--- src/rtl/rpdiag_seq_if.sv ---
// Diagnostic-mode signal bundle between the maintenance register and the read sequencer.
// Inputs are register-sourced levels synchronous to clk; outputs are registered status bits.
interface rpdiag_seq_if;
   logic devRESET;
   logic rpDRVCLR;
   logic rpDMD;
   logic rpDCLK;
   logic rpDIND;
   logic rpDSCK;
   logic rpDRDD;
   logic rpFMT22;
   logic rpZD;
   logic rpSBD;
   logic rpDFE;
   logic rpECE;
   logic rpDWRD;
   logic rpSDONE;

   modport master (
      output devRESET, rpDRVCLR, rpDMD, rpDCLK, rpDIND, rpDSCK, rpDRDD, rpFMT22,
      input  rpZD, rpSBD, rpDFE, rpECE, rpDWRD, rpSDONE
   );

   modport slave (
      input  devRESET, rpDRVCLR, rpDMD, rpDCLK, rpDIND, rpDSCK, rpDRDD, rpFMT22,
      output rpZD, rpSBD, rpDFE, rpECE, rpDWRD, rpSDONE
   );
endinterface

--- src/rtl/rpdiag_seq.sv ---
// Diagnostic read sequencer: walks preamble/sync/data/ECC one bit per rising DCLK level.
// Status outputs are registered, one clk after the DCLK/DSCK/DIND rise; no backpressure.
module rpdiag_seq #(
   parameter int         ZEROS    = 16,
   parameter logic [7:0] SYNCBYTE = 8'b1000_0001,
   parameter int         WORDS    = 256,
   parameter int         ECCBITS  = 32
) (
   input logic          clk,
   input logic          rst,
   rpdiag_seq_if.slave  bus
);
   typedef enum logic [2:0] {IDLE, PRE, SYNC, DATA, ECC} state_t;

   localparam logic [7:0]  ZMIN     = 8'(ZEROS);
   localparam logic [12:0] LAST16   = 13'(WORDS * 16 - 1);
   localparam logic [12:0] LAST18   = 13'(WORDS * 18 - 1);
   localparam logic [12:0] ECC_LAST = 13'(ECCBITS - 1);

   state_t      state, state_n;
   logic [7:0]  zcnt, zcnt_n;
   logic [3:0]  scnt, scnt_n;
   logic [7:0]  shreg, shreg_n;
   logic [12:0] bcnt, bcnt_n;
   logic        fmt16, fmt16_n;
   logic        dclk_d, dind_d, dsck_d;
   logic        zd, sbd, dfe, ece, dwrd, sdone;
   logic        zd_n, sbd_n, dfe_n, ece_n, dwrd_n, sdone_n;
   logic        clk_edge, sec_edge, abort;
   logic [12:0] data_last;

   always_ff @(posedge clk or negedge rst) begin
      if (!rst) begin
         state  <= IDLE;
         zcnt   <= '0;
         scnt   <= '0;
         shreg  <= '0;
         bcnt   <= '0;
         fmt16  <= 1'b0;
         dclk_d <= 1'b0;
         dind_d <= 1'b0;
         dsck_d <= 1'b0;
         zd     <= 1'b0;
         sbd    <= 1'b0;
         dfe    <= 1'b0;
         ece    <= 1'b0;
         dwrd   <= 1'b0;
         sdone  <= 1'b0;
      end else begin
         state  <= state_n;
         zcnt   <= zcnt_n;
         scnt   <= scnt_n;
         shreg  <= shreg_n;
         bcnt   <= bcnt_n;
         fmt16  <= fmt16_n;
         dclk_d <= bus.rpDCLK;
         dind_d <= bus.rpDIND;
         dsck_d <= bus.rpDSCK;
         zd     <= zd_n;
         sbd    <= sbd_n;
         dfe    <= dfe_n;
         ece    <= ece_n;
         dwrd   <= dwrd_n;
         sdone  <= sdone_n;
      end
   end

   always_comb begin
      state_n   = state;
      zcnt_n    = zcnt;
      scnt_n    = scnt;
      shreg_n   = shreg;
      bcnt_n    = bcnt;
      fmt16_n   = fmt16;
      dwrd_n    = dwrd;
      sdone_n   = 1'b0;
      clk_edge  = bus.rpDCLK & ~dclk_d;
      sec_edge  = (bus.rpDIND & ~dind_d) | (bus.rpDSCK & ~dsck_d);
      abort     = ~bus.rpDMD | bus.devRESET | bus.rpDRVCLR;
      data_last = fmt16 ? LAST16 : LAST18;

      if (abort) begin
         state_n = IDLE;
         zcnt_n  = '0;
         scnt_n  = '0;
         shreg_n = '0;
         bcnt_n  = '0;
         fmt16_n = 1'b0;
      end else if (sec_edge) begin
         // a sector/index mark restarts the walk; a coincident bit clock is dropped
         state_n = PRE;
         zcnt_n  = '0;
         bcnt_n  = '0;
      end else if (clk_edge) begin
         case (state)
            PRE: begin
               if (!bus.rpDRDD) begin
                  if (zcnt != 8'hFF) zcnt_n = zcnt + 8'd1;
               end else if (zcnt >= ZMIN) begin
                  shreg_n = 8'h01;
                  scnt_n  = 4'd1;
                  state_n = SYNC;
               end else begin
                  zcnt_n = '0;
               end
            end
            SYNC: begin
               shreg_n = {shreg[6:0], bus.rpDRDD};
               scnt_n  = scnt + 4'd1;
               if (scnt == 4'd7) begin
                  if (shreg_n == SYNCBYTE) begin
                     state_n = DATA;
                     bcnt_n  = '0;
                     fmt16_n = bus.rpFMT22;
                  end else begin
                     state_n = PRE;
                     zcnt_n  = '0;
                  end
               end
            end
            DATA: begin
               dwrd_n = bus.rpDRDD;
               bcnt_n = bcnt + 13'd1;
               if (bcnt == data_last) begin
                  state_n = ECC;
                  bcnt_n  = '0;
               end
            end
            ECC: begin
               dwrd_n = bus.rpDRDD;
               bcnt_n = bcnt + 13'd1;
               if (bcnt == ECC_LAST) begin
                  state_n = IDLE;
                  bcnt_n  = '0;
                  sdone_n = 1'b1;
               end
            end
            default: ;
         endcase
      end

      // loopback bit only lives inside the data and ECC fields
      if (state_n != DATA && state_n != ECC) dwrd_n = 1'b0;
      zd_n  = (state_n == PRE || state_n == SYNC) && (zcnt_n >= ZMIN);
      sbd_n = (state_n == DATA) || (state_n == ECC);
      dfe_n = (state_n == DATA);
      ece_n = (state_n == ECC);
   end

   assign bus.rpZD    = zd;
   assign bus.rpSBD   = sbd;
   assign bus.rpDFE   = dfe;
   assign bus.rpECE   = ece;
   assign bus.rpDWRD  = dwrd;
   assign bus.rpSDONE = sdone;
endmodule

--- src/flat_wrapper.sv ---
// flat-port wrapper written by rule: the top's interface ports become plain ports
module rpdiag_seq_flat 
#(
   parameter int         ZEROS    = 16,
   parameter logic [7:0] SYNCBYTE = 8'b1000_0001,
   parameter int         WORDS    = 256,
   parameter int         ECCBITS  = 32
)
  (clk, rst, bus_devRESET, bus_rpDRVCLR, bus_rpDMD, bus_rpDCLK, bus_rpDIND, bus_rpDSCK, bus_rpDRDD, bus_rpFMT22, bus_rpZD, bus_rpSBD, bus_rpDFE, bus_rpECE, bus_rpDWRD, bus_rpSDONE);
  rpdiag_seq_if bus_i ();
  input logic clk;
  input logic rst;
  input wire logic [$bits(bus_i.devRESET)-1:0] bus_devRESET;
  input wire logic [$bits(bus_i.rpDRVCLR)-1:0] bus_rpDRVCLR;
  input wire logic [$bits(bus_i.rpDMD)-1:0] bus_rpDMD;
  input wire logic [$bits(bus_i.rpDCLK)-1:0] bus_rpDCLK;
  input wire logic [$bits(bus_i.rpDIND)-1:0] bus_rpDIND;
  input wire logic [$bits(bus_i.rpDSCK)-1:0] bus_rpDSCK;
  input wire logic [$bits(bus_i.rpDRDD)-1:0] bus_rpDRDD;
  input wire logic [$bits(bus_i.rpFMT22)-1:0] bus_rpFMT22;
  output wire logic [$bits(bus_i.rpZD)-1:0] bus_rpZD;
  output wire logic [$bits(bus_i.rpSBD)-1:0] bus_rpSBD;
  output wire logic [$bits(bus_i.rpDFE)-1:0] bus_rpDFE;
  output wire logic [$bits(bus_i.rpECE)-1:0] bus_rpECE;
  output wire logic [$bits(bus_i.rpDWRD)-1:0] bus_rpDWRD;
  output wire logic [$bits(bus_i.rpSDONE)-1:0] bus_rpSDONE;
  assign bus_i.devRESET = bus_devRESET;
  assign bus_i.rpDRVCLR = bus_rpDRVCLR;
  assign bus_i.rpDMD = bus_rpDMD;
  assign bus_i.rpDCLK = bus_rpDCLK;
  assign bus_i.rpDIND = bus_rpDIND;
  assign bus_i.rpDSCK = bus_rpDSCK;
  assign bus_i.rpDRDD = bus_rpDRDD;
  assign bus_i.rpFMT22 = bus_rpFMT22;
  assign bus_rpZD = bus_i.rpZD;
  assign bus_rpSBD = bus_i.rpSBD;
  assign bus_rpDFE = bus_i.rpDFE;
  assign bus_rpECE = bus_i.rpECE;
  assign bus_rpDWRD = bus_i.rpDWRD;
  assign bus_rpSDONE = bus_i.rpSDONE;
  rpdiag_seq #(.ZEROS(ZEROS), .SYNCBYTE(SYNCBYTE), .WORDS(WORDS), .ECCBITS(ECCBITS)) u_core (.clk(clk), .rst(rst), .bus(bus_i));
endmodule
--- config.mk ---
export PLATFORM = sky130hd
export DESIGN_NAME = rpdiag_seq_flat
export DESIGN_NICKNAME = d
export VERILOG_FILES = /design/src/rtl/rpdiag_seq_if.sv /design/src/rtl/rpdiag_seq.sv /design/src/flat_wrapper.sv
export SDC_FILE = /design/constraint.sdc
export NUM_CORES = 1
export LEC_CHECK = 0
export CAP_MARGIN = 5
export CORE_UTILIZATION = 40
export CTS_CLUSTER_DIAMETER = 60
export DETAILED_ROUTE_END_ITERATION = 8
export PLACE_DENSITY_LB_ADDON = 0.08
export SLEW_MARGIN = 5
export SYNTH_ARGS = -nofsm -noshare
export SYNTH_HDL_FRONTEND = slang
export SYNTH_SLANG_ARGS = --single-unit
--- constraint.sdc ---
create_clock -name clk -period 2.88 [get_ports clk]
set_clock_uncertainty 0.05 [all_clocks]
set_input_delay 0.576 -clock clk [delete_from_list [all_inputs] [get_ports clk]]
set_output_delay 0.576 -clock clk [all_outputs]
set_load 0.02 [all_outputs]
==> results.json, run 1 <==
{
  "synth_nets": 299,
  "nNetsFinal": 330,
  "placementRows": 29,
  "grt.total_usage_pct": 19.17,
  "gp_congestion": 0.8229,
  "grt_overflow": 0,
  "design_area_um2": 3097,
  "r2r.worst_path.cells": 6,
  "path_class": "in2reg",
  "antenna_found_initial": 0,
  "netlist_instances": 285,
  "start_util_pct": 41.87,
  "yosys_warnings": 0,
  "wl_um": 6127,
  "maxCapViolCount": 0,
  "relSlewSlack_pct": 58.29,
  "syn_area_um2": 2674,
  "hpwl_um": 4448,
  "drc": 0,
  "reg2reg_slack_ns": 0.50,
  "area_growth_syn_to_layout_pct": 15.82,
  "synth.most_common_cell": "dfrtp_1",
  "required_ns": 3.00,
  "synth_fa_ha_area_share_pct": 1.872,
  "async_reset_ff_share_pct": 100.0,
  "r2r-end": "u_core.bcnt[8]",
  "cts_max_level": 2,
  "synth_edf_count": 0,
  "hold_slack_ns": 0.1973,
  "cp-end-kind": "flip-flop",
  "postPlaceCellArea_um2": 2993,
  "first_pass_iters": 4,
  "num_antenna_cells": 0,
  "crit_path_cell_trace": "clkdlybuf4s50_1 > nor4b_1 > nand4_1 > a21o_1 > a2111oi_1 > xnor2_1 > nor2_1",
  "antenna_left": 0,
  "die_w_um": 83.76,
  "routedWlPerCell_um": 15.59,
  "yosysUniqueCellTypes": 61,
  "crit_end": "u_core.bcnt[7]",
  "finalCritPeriodShare_pct": 89.58,
  "drive_gt1_share_pct": 16.46,
  "p_per_area_nw_per_um2": 379.6,
  "clk_latency_ns": 0.29,
  "holdCritPathClass": "in2async",
  "synthTopCellsByCount": "45 x dfrtp_1, 32 x nand2_1, 30 x nor2_1",
  "core-area_um2": 6386,
  "place_ws_ns": -0.006789,
  "leakage_nw": 1.182,
  "setup_viol_count_final": 0,
  "port_buffers": 15,
  "synthMuxAreaShare_pct": 1.123,
  "cts_sinks": 45,
  "peakVddDrop_mv": 0.2045,
  "status": "completed",
  "cp_slowest_cell": "clkdlybuf4s50_1",
  "tightest_slew_ns": 0.6175,
  "via_per_inst": 5.720,
  "yosysSeqAreaShare_pct": 42.12,
  "cts_buffer_depth": 2,
  "startpoint": "bus_rpDRDD",
  "post_cts_buffers": 0,
  "grt_pass1_vias": 2219,
  "grt_pass1_wl_um": 10830,
  "period_minus_slack_ns": 2.580,
  "cp_data_arrival_time_ns": 2.70,
  "drv_slew": 0,
  "cts_resized": 0,
  "finalWorstSetupSlack_ns": 0.3002,
  "root_buffer": "clkbuf_8",
  "hold_viol_final": 0,
  "yosysTopAreaCellShare_pct": 42.12,
  "numCtsBuffers": 5,
  "vias": 2248,
  "r2r-start": "u_core.bcnt[5]",
  "timing.fmax_ghz": 0.3876,
  "die_height_um": 83.76,
  "clkSlewWorstSetupHoldPaths_ns": 0.08,
  "synth_flop_cell": "dfrtp_1",
  "cts_tree": "built",
  "synth-compound-area-share_pct": 20.78,
  "ios": 16,
  "synth_top_family_by_area": "simple AND/OR/NAND/NOR gates",
  "netlist_top_cells_area": "dfrtp_1 42%, nand2_1 4.5%, nor2_1 4.2%, o21ai_0 4.1%, xnor2_1 3.9%",
  "max_stage_delay_ns": 0.51,
  "critPathLaunchType": "input port",
  "grt_max_degree": 25,
  "ys_seq_elements": 45,
  "post_synth.cell_area_avg_um2": 9.382,
  "synth_xor_area_share_pct": 3.931,
  "synth_area_leader_cell": "dfrtp_1",
  "rsz0062_at_grt": "false",
  "drt_iter0_drc": 129,
  "cts_hold_buf": 0,
  "worstPathMaxFanout": 6,
  "synth-simple-area-share_pct": 25.78,
  "fp.dieArea_um2": 7016
}
layout make-up:
class | instances | area, um2
Fill cell | 620 | 3289
Multi-Input combinational cell | 217 | 1430
Sequential cell | 45 | 1126
Timing Repair Buffer | 35 | 295.3
Tap cell | 77 | 96.34
Clock buffer | 5 | 68.82
Inverter | 12 | 45.04
Clock inverter | 2 | 35.03
per-layer routing:
metal,vias up,wire length [um],track usage [%]
met5,-,0,0
met4,0,95,5.701
met1,1074,3125,27.89
met3,8,260,3.462
li1,1101,-,-
met2,65,2646,29.05
metrics by stage:
step	utilization, %	TNS (ns)	power (mW)	std cells
floorplan	-	0	0.6814	285
global placement	46.87	0	0.7237	386
detailed placement	46.87	-0.006789	0.7241	386
CTS	48.49	0	1.204	393
global route	48.49	0	1.233	393
finish	48.49	0	1.175	393
critical path, delay by kind of cell:
| family | cells | cell delay, ns |
|---|---|---|
| xor+xnor | 1 | 0.17 |
| buf+inv | 1 | 0.51 |
| simple gates | 3 | 0.61 |
| compound gates | 2 | 0.83 |
logic make-up (layout without fill, tap and decap cells):
family / after synthesis / after routing
flip-flops: 45 / 45
AO/OA/AOI/OAI: 73 / 73
XOR/XNOR: 12 / 12
AND/OR/NAND/NOR: 125 / 125
multiplexers: 3 / 3
buffers and inverters: 23 / 54
adder cells (fa/ha/maj): 4 / 4
sequential cells by signal, summed over array words and instances (netlist names):
name / count
u_core.dsck_d: 1
u_core.scnt: 4
u_core.bus.rpECE: 1
u_core.bus.rpDWRD: 1
u_core.bus.rpSDONE: 1
u_core.dind_d: 1
u_core.shreg: 7
u_core.dclk_d: 1
u_core.bus.rpDFE: 1
u_core.state: 3
u_core.zcnt: 8
u_core.fmt16: 1
u_core.bcnt: 13
u_core.bus.rpSBD: 1
u_core.bus.rpZD: 1
placed cells by master (no fill, tap or decap), types with 4 or more instances in the layout:
cell | synthesis | final
nor4_1 | 4 | 4
nand2_1 | 32 | 32
clkbuf_8 | 0 | 5
a31oi_1 | 4 | 4
clkdlybuf4s50_1 | 0 | 14
inv_1 | 12 | 12
nor2_1 | 30 | 30
o21ai_0 | 22 | 22
a211oi_1 | 8 | 8
buf_4 | 3 | 20
nand3_1 | 14 | 14
xnor2_1 | 12 | 12
or4_1 | 4 | 4
a21oi_1 | 7 | 7
nor3_1 | 5 | 5
dfrtp_1 | 45 | 45
ha_1 | 4 | 4
worst min-delay path by stage:
stage	start	cells after the start	slack (ns)	to
floorplan	rst	0	0.23	u_core.bcnt[0]
global placement	u_core.shreg[6]	2	0.42	u_core.shreg[6]
detailed placement	u_core.scnt[3]	1	0.42	u_core.scnt[3]
CTS	rst	1	0.21	u_core.zcnt[0]
global route	rst	1	0.22	u_core.zcnt[0]
finish	rst	1	0.20	u_core.zcnt[0]
where the power goes:
group	leakage (nW)	internal (mW)	switching, mW	total [mW]
Clock	0.0540	0.252	0.213	0.465
Sequential	0.622	0.634	0.00255	0.636
Combinational	0.506	0.0293	0.0445	0.0739
(Power assumes the default switching activity.)
==> run 2: changes to the inputs <==
--- a/config.mk
+++ b/config.mk
@@ -7,6 +7,7 @@
 export LEC_CHECK = 0
 export CAP_MARGIN = 5
 export CORE_UTILIZATION = 40
+export CTS_BUF_LIST = sky130_fd_sc_hd__clkbuf_8 sky130_fd_sc_hd__clkbuf_16
 export CTS_CLUSTER_DIAMETER = 60
 export DETAILED_ROUTE_END_ITERATION = 8
 export PLACE_DENSITY_LB_ADDON = 0.08
==> results of run 2 <==
The final DEF is identical to that of run 1; final timing and power are the same.
==> run 3: changes to the inputs <==
--- a/config.mk
+++ b/config.mk
@@ -11,7 +11,6 @@
 export CTS_CLUSTER_DIAMETER = 60
 export DETAILED_ROUTE_END_ITERATION = 8
 export PLACE_DENSITY_LB_ADDON = 0.08
-export SLEW_MARGIN = 5
 export SYNTH_ARGS = -nofsm -noshare
 export SYNTH_HDL_FRONTEND = slang
 export SYNTH_SLANG_ARGS = --single-unit
==> results of run 3 <==
The final DEF is identical to that of run 1; final timing and power are the same.
